`src/rtl/combo_lock_pkg.sv`:
```
// Shared types and helpers for the combination lock.
// Digit slices are numbered MSB-first, digit 0 keyed first.
package combo_lock_pkg;

  typedef enum logic [1:0] {
    ENTRY,
    OPEN,
    LOCKOUT
  } lock_state_t;

  localparam int unsigned MAX_CODE_W  = 64;
  localparam int unsigned MAX_DIGIT_W = 16;

  function automatic logic [MAX_DIGIT_W-1:0] code_digit(
    input logic [MAX_CODE_W-1:0] code,
    input int unsigned           idx,
    input int unsigned           dw,
    input int unsigned           nd
  );
    logic [MAX_CODE_W-1:0]  sh;
    logic [MAX_DIGIT_W-1:0] mask;
    sh   = code >> ((nd - 1 - idx) * dw);
    mask = (MAX_DIGIT_W'(1) << dw) - MAX_DIGIT_W'(1);
    return sh[MAX_DIGIT_W-1:0] & mask;
  endfunction

endpackage

```
`src/rtl/combo_lock_fsm_key_press_edge.sv`:
```
// Rising-edge detector for a synchronised key level.
// Resets high so a key held through reset is not a press.
module key_press_edge (
  input  logic clk,
  input  logic reset,
  input  logic key,
  output logic press
);

  logic key_q;

  always_ff @(posedge clk) begin
    if (reset) key_q <= 1'b1;
    else       key_q <= key;
  end

  assign press = key & ~key_q;

endmodule

```
`src/rtl/combo_lock_fsm.sv`:
```
// Multi-digit combination lock with failed-attempt lockout.
// Digits are committed one per enter press, MSB slice first.
module combo_lock_fsm #(
  parameter int DIGIT_W        = 4,
  parameter int NUM_DIGITS     = 2,
  parameter logic [NUM_DIGITS*DIGIT_W-1:0] CODE = 8'h26,
  parameter int MAX_TRIES      = 3,
  parameter int LOCKOUT_CYCLES = 16,
  localparam int CW = $clog2(NUM_DIGITS+1),
  localparam int FW = $clog2(MAX_TRIES+1)
) (
  input  logic               clk,
  input  logic               reset,
  input  logic [DIGIT_W-1:0] digit_in,
  input  logic               enter,
  input  logic               clear,
  input  logic               relock,
  output logic               unlocked,
  output logic               locked_out,
  output logic               error,
  output logic [CW-1:0]      digit_count,
  output logic [FW-1:0]      fail_count
);

  import combo_lock_pkg::*;

  localparam int TW =
    (LOCKOUT_CYCLES > 1) ? $clog2(LOCKOUT_CYCLES) : 1;
  localparam logic [CW-1:0] LAST = CW'(NUM_DIGITS-1);

  lock_state_t   state_q, state_d;
  logic [CW-1:0] dcnt_q, dcnt_d;
  logic [FW-1:0] fcnt_q, fcnt_d;
  logic [TW-1:0] tmr_q, tmr_d;
  logic          mis_q, mis_d;
  logic          err_q, err_d;
  logic          press;
  logic          mis_now;
  logic [31:0]   fail_next;
  logic [DIGIT_W-1:0] exp_digit;

  key_press_edge u_enter (
    .clk   (clk),
    .reset (reset),
    .key   (enter),
    .press (press)
  );

  assign exp_digit = DIGIT_W'(code_digit(
    MAX_CODE_W'(CODE), 32'(dcnt_q), DIGIT_W, NUM_DIGITS));

  always_ff @(posedge clk) begin
    if (reset) begin
      state_q <= ENTRY;
      dcnt_q  <= '0;
      fcnt_q  <= '0;
      tmr_q   <= '0;
      mis_q   <= 1'b0;
      err_q   <= 1'b0;
    end else begin
      state_q <= state_d;
      dcnt_q  <= dcnt_d;
      fcnt_q  <= fcnt_d;
      tmr_q   <= tmr_d;
      mis_q   <= mis_d;
      err_q   <= err_d;
    end
  end

  always_comb begin
    state_d   = state_q;
    dcnt_d    = dcnt_q;
    fcnt_d    = fcnt_q;
    tmr_d     = tmr_q;
    mis_d     = mis_q;
    err_d     = 1'b0;
    mis_now   = mis_q | (digit_in != exp_digit);
    fail_next = 32'(fcnt_q) + 32'd1;
    unique case (state_q)
      ENTRY: begin
        if (clear) begin
          dcnt_d = '0;
          mis_d  = 1'b0;
        end else if (press) begin
          if (dcnt_q != LAST) begin
            dcnt_d = dcnt_q + CW'(1);
            mis_d  = mis_now;
          end else if (!mis_now) begin
            state_d = OPEN;
            dcnt_d  = '0;
            fcnt_d  = '0;
            mis_d   = 1'b0;
          end else begin
            err_d  = 1'b1;
            dcnt_d = '0;
            mis_d  = 1'b0;
            // saturate at MAX_TRIES; reaching it starts the lockout
            if (fail_next >= 32'(MAX_TRIES)) begin
              fcnt_d  = FW'(MAX_TRIES);
              state_d = LOCKOUT;
              tmr_d   = TW'(LOCKOUT_CYCLES-1);
            end else begin
              fcnt_d = fcnt_q + FW'(1);
            end
          end
        end
      end
      OPEN: begin
        if (relock) begin
          state_d = ENTRY;
          dcnt_d  = '0;
          fcnt_d  = '0;
          mis_d   = 1'b0;
        end
      end
      LOCKOUT: begin
        if (tmr_q == '0) begin
          state_d = ENTRY;
          fcnt_d  = '0;
        end else begin
          tmr_d = tmr_q - TW'(1);
        end
      end
      default: state_d = ENTRY;
    endcase
  end

  assign unlocked    = (state_q == OPEN);
  assign locked_out  = (state_q == LOCKOUT);
  assign error       = err_q;
  assign digit_count = dcnt_q;
  assign fail_count  = fcnt_q;

endmodule

```
`config.mk`:
```
export PLATFORM = sky130hd
export DESIGN_NAME = combo_lock_fsm
export DESIGN_NICKNAME = d
export VERILOG_FILES = /design/src/rtl/combo_lock_pkg.sv /design/src/rtl/combo_lock_fsm_key_press_edge.sv /design/src/rtl/combo_lock_fsm.sv
export SDC_FILE = /design/constraint.sdc
export NUM_CORES = 1
export LEC_CHECK = 0
export CORE_MARGIN = 2
export CORE_UTILIZATION = 54
export CTS_CLUSTER_SIZE = 8
export DETAILED_ROUTE_END_ITERATION = 8
export HOLD_SLACK_MARGIN = 0.12
export PLACE_DENSITY = 0.82
export SYNTH_ARGS = -nofsm -noshare
export SYNTH_HDL_FRONTEND = slang
export SYNTH_SLANG_ARGS = --single-unit
```
`constraint.sdc`:
```
create_clock -name clk -period 5.1 [get_ports clk]
set_clock_uncertainty 0.1 [all_clocks]
set_input_delay 0.765 -clock clk [delete_from_list [all_inputs] [get_ports clk]]
set_output_delay 0.765 -clock clk [all_outputs]
set_load 0.005 [all_outputs]
```
==> results.cfg, run 1 <==
[global_route]
grt_pass1_vias = 706
grt_use_met3_pct = 2.50
gr-max-usage-layer = met2
grt_use_met1_pct = 27.2
grt_pass1_wl_mm = 3.02
antenna_found_initial = 0
grt_max_degree = 16
grt_use_met2_pct = 35.6
overflow = 0
track_usage_pct = 21.2

[place]
placed_cells = 129
hpwl_mm = 1.46
io_buffers = 15
place_congestion = 0.889
pre_cts_slack_ps = 2370
placed_area_mm2 = 0.00101

[cells_and_area]
drive_gt1_share_pct = 9.40
synthToLayoutAreaGrowth_pct = 21.8
multi_input_area_um2 = 557
antenna-diode-count = 0
nFillCells = 131
seq_area_um2 = 260
final_nets = 131
layout.cells.non_filler = 133
final_design_area_no_fill_mm2 = 0.00104
utilization_pct = 69.6

[floorplan]
fp.coreArea_mm2 = 0.00149
start_util_pct = 57.1
dieArea_mm2 = 0.00191
die_w_um = 43.7
ios = 16
rows = 14
die_y_um = 43.7

[routing]
drt-total-wl_mm = 1.95
vias = 820
drc_errors = 0
vias_per_cell = 6.17
drt_iter0_drc = 25
dr.pass1.iters = 4
wl_per_cell_um = 14.7
postRouteAntennaNets = 0

[clock_tree]
cts_buffers = 3
cts-root-buf = clkbuf_4
clk_latency_ps = 280
h-tree-depth = 1
holdBufCountCts = 0
cts_resized = 0
cts_tree = built
cts.sinks = 13
post_cts_buffers = 0
clk_path_buf_depth = 2
clk_pin_slew_worst_paths_ps = 90

[setup_path]
rr_worst_depth = 7
cp-start-kind = register
cp-end-kind = primary output
crit_required_ps = 4240
ff2ff_setup_slack_ps = 2930
rr_endpoint = state_q[1]
path_class = register to primary output
r2r_start = tmr_q[0]
critPathMaxFanout = 12
worstPathArrival_ps = 1720

[sta]
finalMaxSlewViolations = 0
hold_viol_final = 0
setup_viol = 0
hold_ws_ps = 366
min_period_ps = 2590
max_slew_margin_pct = 62.8
fmax_mhz = 386
rsz0062_at_grt = false
setup_ws_ps = 2510
tightest_slew_ps = 556
setup-tns-final_ps = 0
post-route-period-util_pct = 50.8

[synth]
syn_avg_cell_area_um2 = 8.42
synthFlopType = dfxtp_1
syn_inst = 101
synth_edf_count = 0
synthesis.nets = 114
synth-seq-area-share_pct = 30.6
synthArstFlopShare_pct = 0
ys_types = 38
synth_warnings = 0
ys_ff_latch = 13
synthesis.area_um2 = 851

[power_and_ir_drop]
p_leak_nw = 0.396
p_per_area_mw_per_mm2 = 192
power_mw = 0.199
ir_drop_uv = 147

[min_path]
hold_start = mis_q
holdPathStages = 2
hold_path_class = register to register
whs_endpoint = mis_q

[job]
cap_violations = 0

[run_status]
status = complete, no violations
-- cell families after synthesis --
group | share of synthesized area, %
flops | 30.6
compound gates | 22.1
fa+ha+maj | 5.88
xor+xnor | 2.06
mux | 5.00
simple gates | 30.4
buf+inv | 3.97
-- where the power goes --
part           internal (mW)  leakage [nW]  switching (mW)
Combinational         0.0135         0.275          0.0118
Sequential             0.104         0.106         0.00274
Clock                 0.0304        0.0150          0.0366
-- cell type report --
cell class / instances / area share (%)
Multi-Input combinational cell: 79 / 53.7
Inverter: 6 / 2.17
Clock buffer: 4 / 2.54
Tap cell: 16 / 1.93
Timing Repair Buffer: 15 / 14.5
Sequential cell: 13 / 25.1
-- sequential cells by signal, indices dropped and copies added, names as in the netlist --
name,count
error,1
fail_count,2
u_enter.key_q,1
digit_count,2
state_q,2
mis_q,1
tmr_q,4
-- cells in the final DEF, fill, tap and decap left out, types with 2 or more instances in the layout --
master / Yosys / routed
o21ai_0: 4 / 4
a2111oi_0: 2 / 2
mux2i_1: 2 / 2
nor3_1: 3 / 3
nand2_1: 10 / 10
dfxtp_1: 13 / 13
inv_1: 6 / 6
nand2b_1: 2 / 2
xor2_1: 2 / 2
nand3_1: 5 / 5
clkbuf_4: 0 / 3
clkdlybuf4s50_1: 0 / 15
a211o_1: 2 / 2
mux2_2: 2 / 2
a31oi_1: 3 / 3
nor3b_1: 3 / 3
nor2b_1: 3 / 3
nor2_1: 7 / 7
o31ai_1: 3 / 3
ha_1: 4 / 4
a21oi_1: 4 / 4
-- per-layer routing --
layer	vias up	share of wire [%]
li1	407	-
met2	18	49
met3	5	3.0
met5	-	0
met1	390	46
met4	0	1.7
-- worst max-delay path by stage --
stage,cells after the start,end,startpoint
2_1_floorplan,5,tmr_q[3],enter
3_3_place_gp,6,tmr_q[3],enter
3_5_place_dp,6,tmr_q[3],enter
4_1_cts,3,locked_out,state_q[0]
5_1_grt,3,locked_out,state_q[0]
6_report,3,locked_out,state_q[0]
-- synth_stat cells, drive strengths merged (3+ instances only) --
cell,number,area share [%]
a21oi,4,2.4
a31oi,3,2.2
clkbuf,3,1.3
dfxtp,13,31
ha,4,5.9
inv,6,2.6
nand2,10,4.4
nand2b,3,3.1
nand3,6,5.0
nor2,7,3.1
nor2b,3,2.2
nor3,3,1.8
nor3b,4,4.9
o21ai,4,2.4
o31ai,3,2.6
-- critical path: stages, from the launching register on --
cell and delay, ps:
dfxtp_1 320, inv_1 100, ha_1 440, clkdlybuf4s50_1 590
No activity file was read; power rests on OpenSTA's default activity.
==> inputs of run 2 (changes only) <==
Settings changed: CORE_UTILIZATION 54 to 45, PLACE_DENSITY 0.82 to 0.73.
Clock period 5.1 ns to 2.35 ns, I/O delays scaled along.
==> run 2 against run 1 <==
Total power is 110% higher. Count of clock-buffer cells in the layout unchanged. Clock power is 110% higher. Core utilization shrank 8.3 points. Global-route usage down 2.3 points. Critical endpoint unchanged. Largest power group unchanged.
==> results.cfg, run 2 (synthesized netlist as in run 1, its figures left out) <==
[place]
place_congestion = 0.835
pre_cts_slack_ps = 58.2
hpwl_mm = 1.41
placed_area_mm2 = 0.00104
placed_cells = 141
io_buffers = 15

[floorplan]
die_y_um = 47.5
fp.coreArea_mm2 = 0.00175
dieArea_mm2 = 0.00225
die_w_um = 47.5
start_util_pct = 48.7
ios = 16
rows = 15

[power_and_ir_drop]
p_sw_mw = 0.103
power_mw = 0.426
pwr-share-seq_pct = 54.2
p_leak_nw = 0.411
ir_drop_uv = 465
switching_share_pct = 24.2
comb_power_share_pct = 13.3
power.internal_mw = 0.323
p_clk_share_pct = 32.5
p_per_area_mw_per_mm2 = 398

[job]
cap_violations = 0

[setup_path]
critPathMaxFanout = 12
cp-start-kind = register
worstPathArrival_ps = 1690
cp-end-kind = primary output
crit_required_ps = 1900
path_class = register to primary output

[clock_tree]
clk_pin_slew_worst_paths_ps = 80
cts_resized = 0
clk_latency_ps = 270
clk_path_buf_depth = 2
cts.sinks = 13
cts_tree = built
cts-root-buf = clkbuf_4
post_cts_buffers = 0
cts_buffers = 3
h-tree-depth = 1
holdBufCountCts = 0

[sta]
fmax_mhz = 466
hold_viol_final = 0
setup_ws_ps = 206
rsz0062_at_grt = false
finalMaxSlewViolations = 0
min_period_ps = 2140
tightest_slew_ps = 518
setup-tns-final_ps = 0
hold_ws_ps = 355
max_slew_margin_pct = 65.4
post-route-period-util_pct = 91.2
setup_viol = 0

[global_route]
overflow = 0
track_usage_pct = 18.8
grt_pass1_wl_mm = 2.93
grt_max_degree = 16
antenna_found_initial = 0
grt_pass1_vias = 697

[cells_and_area]
layout.cells.non_filler = 145
antenna-diode-count = 0
synthToLayoutAreaGrowth_pct = 25.7
largest_register_ffs = 4
utilization_pct = 61.3
final_nets = 134
final_common_cell = clkdlybuf4s50_1
regMostFlops = tmr_q
nFillCells = 171
layout_common_cells = 15 x clkdlybuf4s50_1, 13 x dfxtp_1, 10 x nand2_1
final_design_area_no_fill_mm2 = 0.00107
drive_gt1_share_pct = 11.7

[routing]
drc_errors = 0
dr.pass1.iters = 3
postRouteAntennaNets = 0
vias_per_cell = 5.37
drt-total-wl_mm = 1.81
drt_iter0_drc = 4
wl_per_cell_um = 12.5
vias = 778

[min_path]
hold_path_class = register to register

[run_status]
status = complete, no violations
==> run 2: final timing paths <==
check                  start          to  slack, ps  cells past startpoint
setup / recovery  state_q[0]  locked_out        210                      3
hold / removal         mis_q       mis_q        360                      2
setup reg to reg    tmr_q[0]  state_q[1]        280                      7
hold reg to reg        mis_q       mis_q        360                      2
==> run 2: power by group through the flow <==
| stage | Combinational, mW | Clock (mW) | Sequential (mW) |
|---|---|---|---|
| 5_1_grt | 0.0632 | 0.148 | 0.232 |
| 2_1_floorplan | 0.0302 | 0 | 0.235 |
| 3_5_place_dp | 0.0570 | 0 | 0.236 |
| 6_report | 0.0567 | 0.139 | 0.231 |
| 3_3_place_gp | 0.0564 | 0 | 0.236 |
| 4_1_cts | 0.0573 | 0.143 | 0.231 |
==> run 2: layout make-up <==
| class | count | area [µm²] | share of cell area, % |
|---|---|---|---|
| Clock buffer | 4 | 26.3 | 2.46 |
| Multi-Input combinational cell | 79 | 557 | 52.0 |
| Inverter | 6 | 22.5 | 2.11 |
| Tap cell | 25 | 31.3 | 2.92 |
| Timing Repair Buffer | 18 | 173 | 16.1 |
| Sequential cell | 13 | 260 | 24.3 |
==> run 2: critical path: stages, from the launching register on <==
cell             delay [ps]
dfxtp_1                 320
inv_1                   100
ha_1                    420
clkdlybuf4s50_1         580
==> run 2: layer usage <==
layer | GRT usage, % | part of all wire [%] | up-vias
li1 | - | - | 409
met1 | 23.0 | 46 | 353
met2 | 31.1 | 49 | 12
met3 | 2.26 | 2.4 | 4
met4 | 12.2 | 2.2 | 0
met5 | 0 | 0 | -
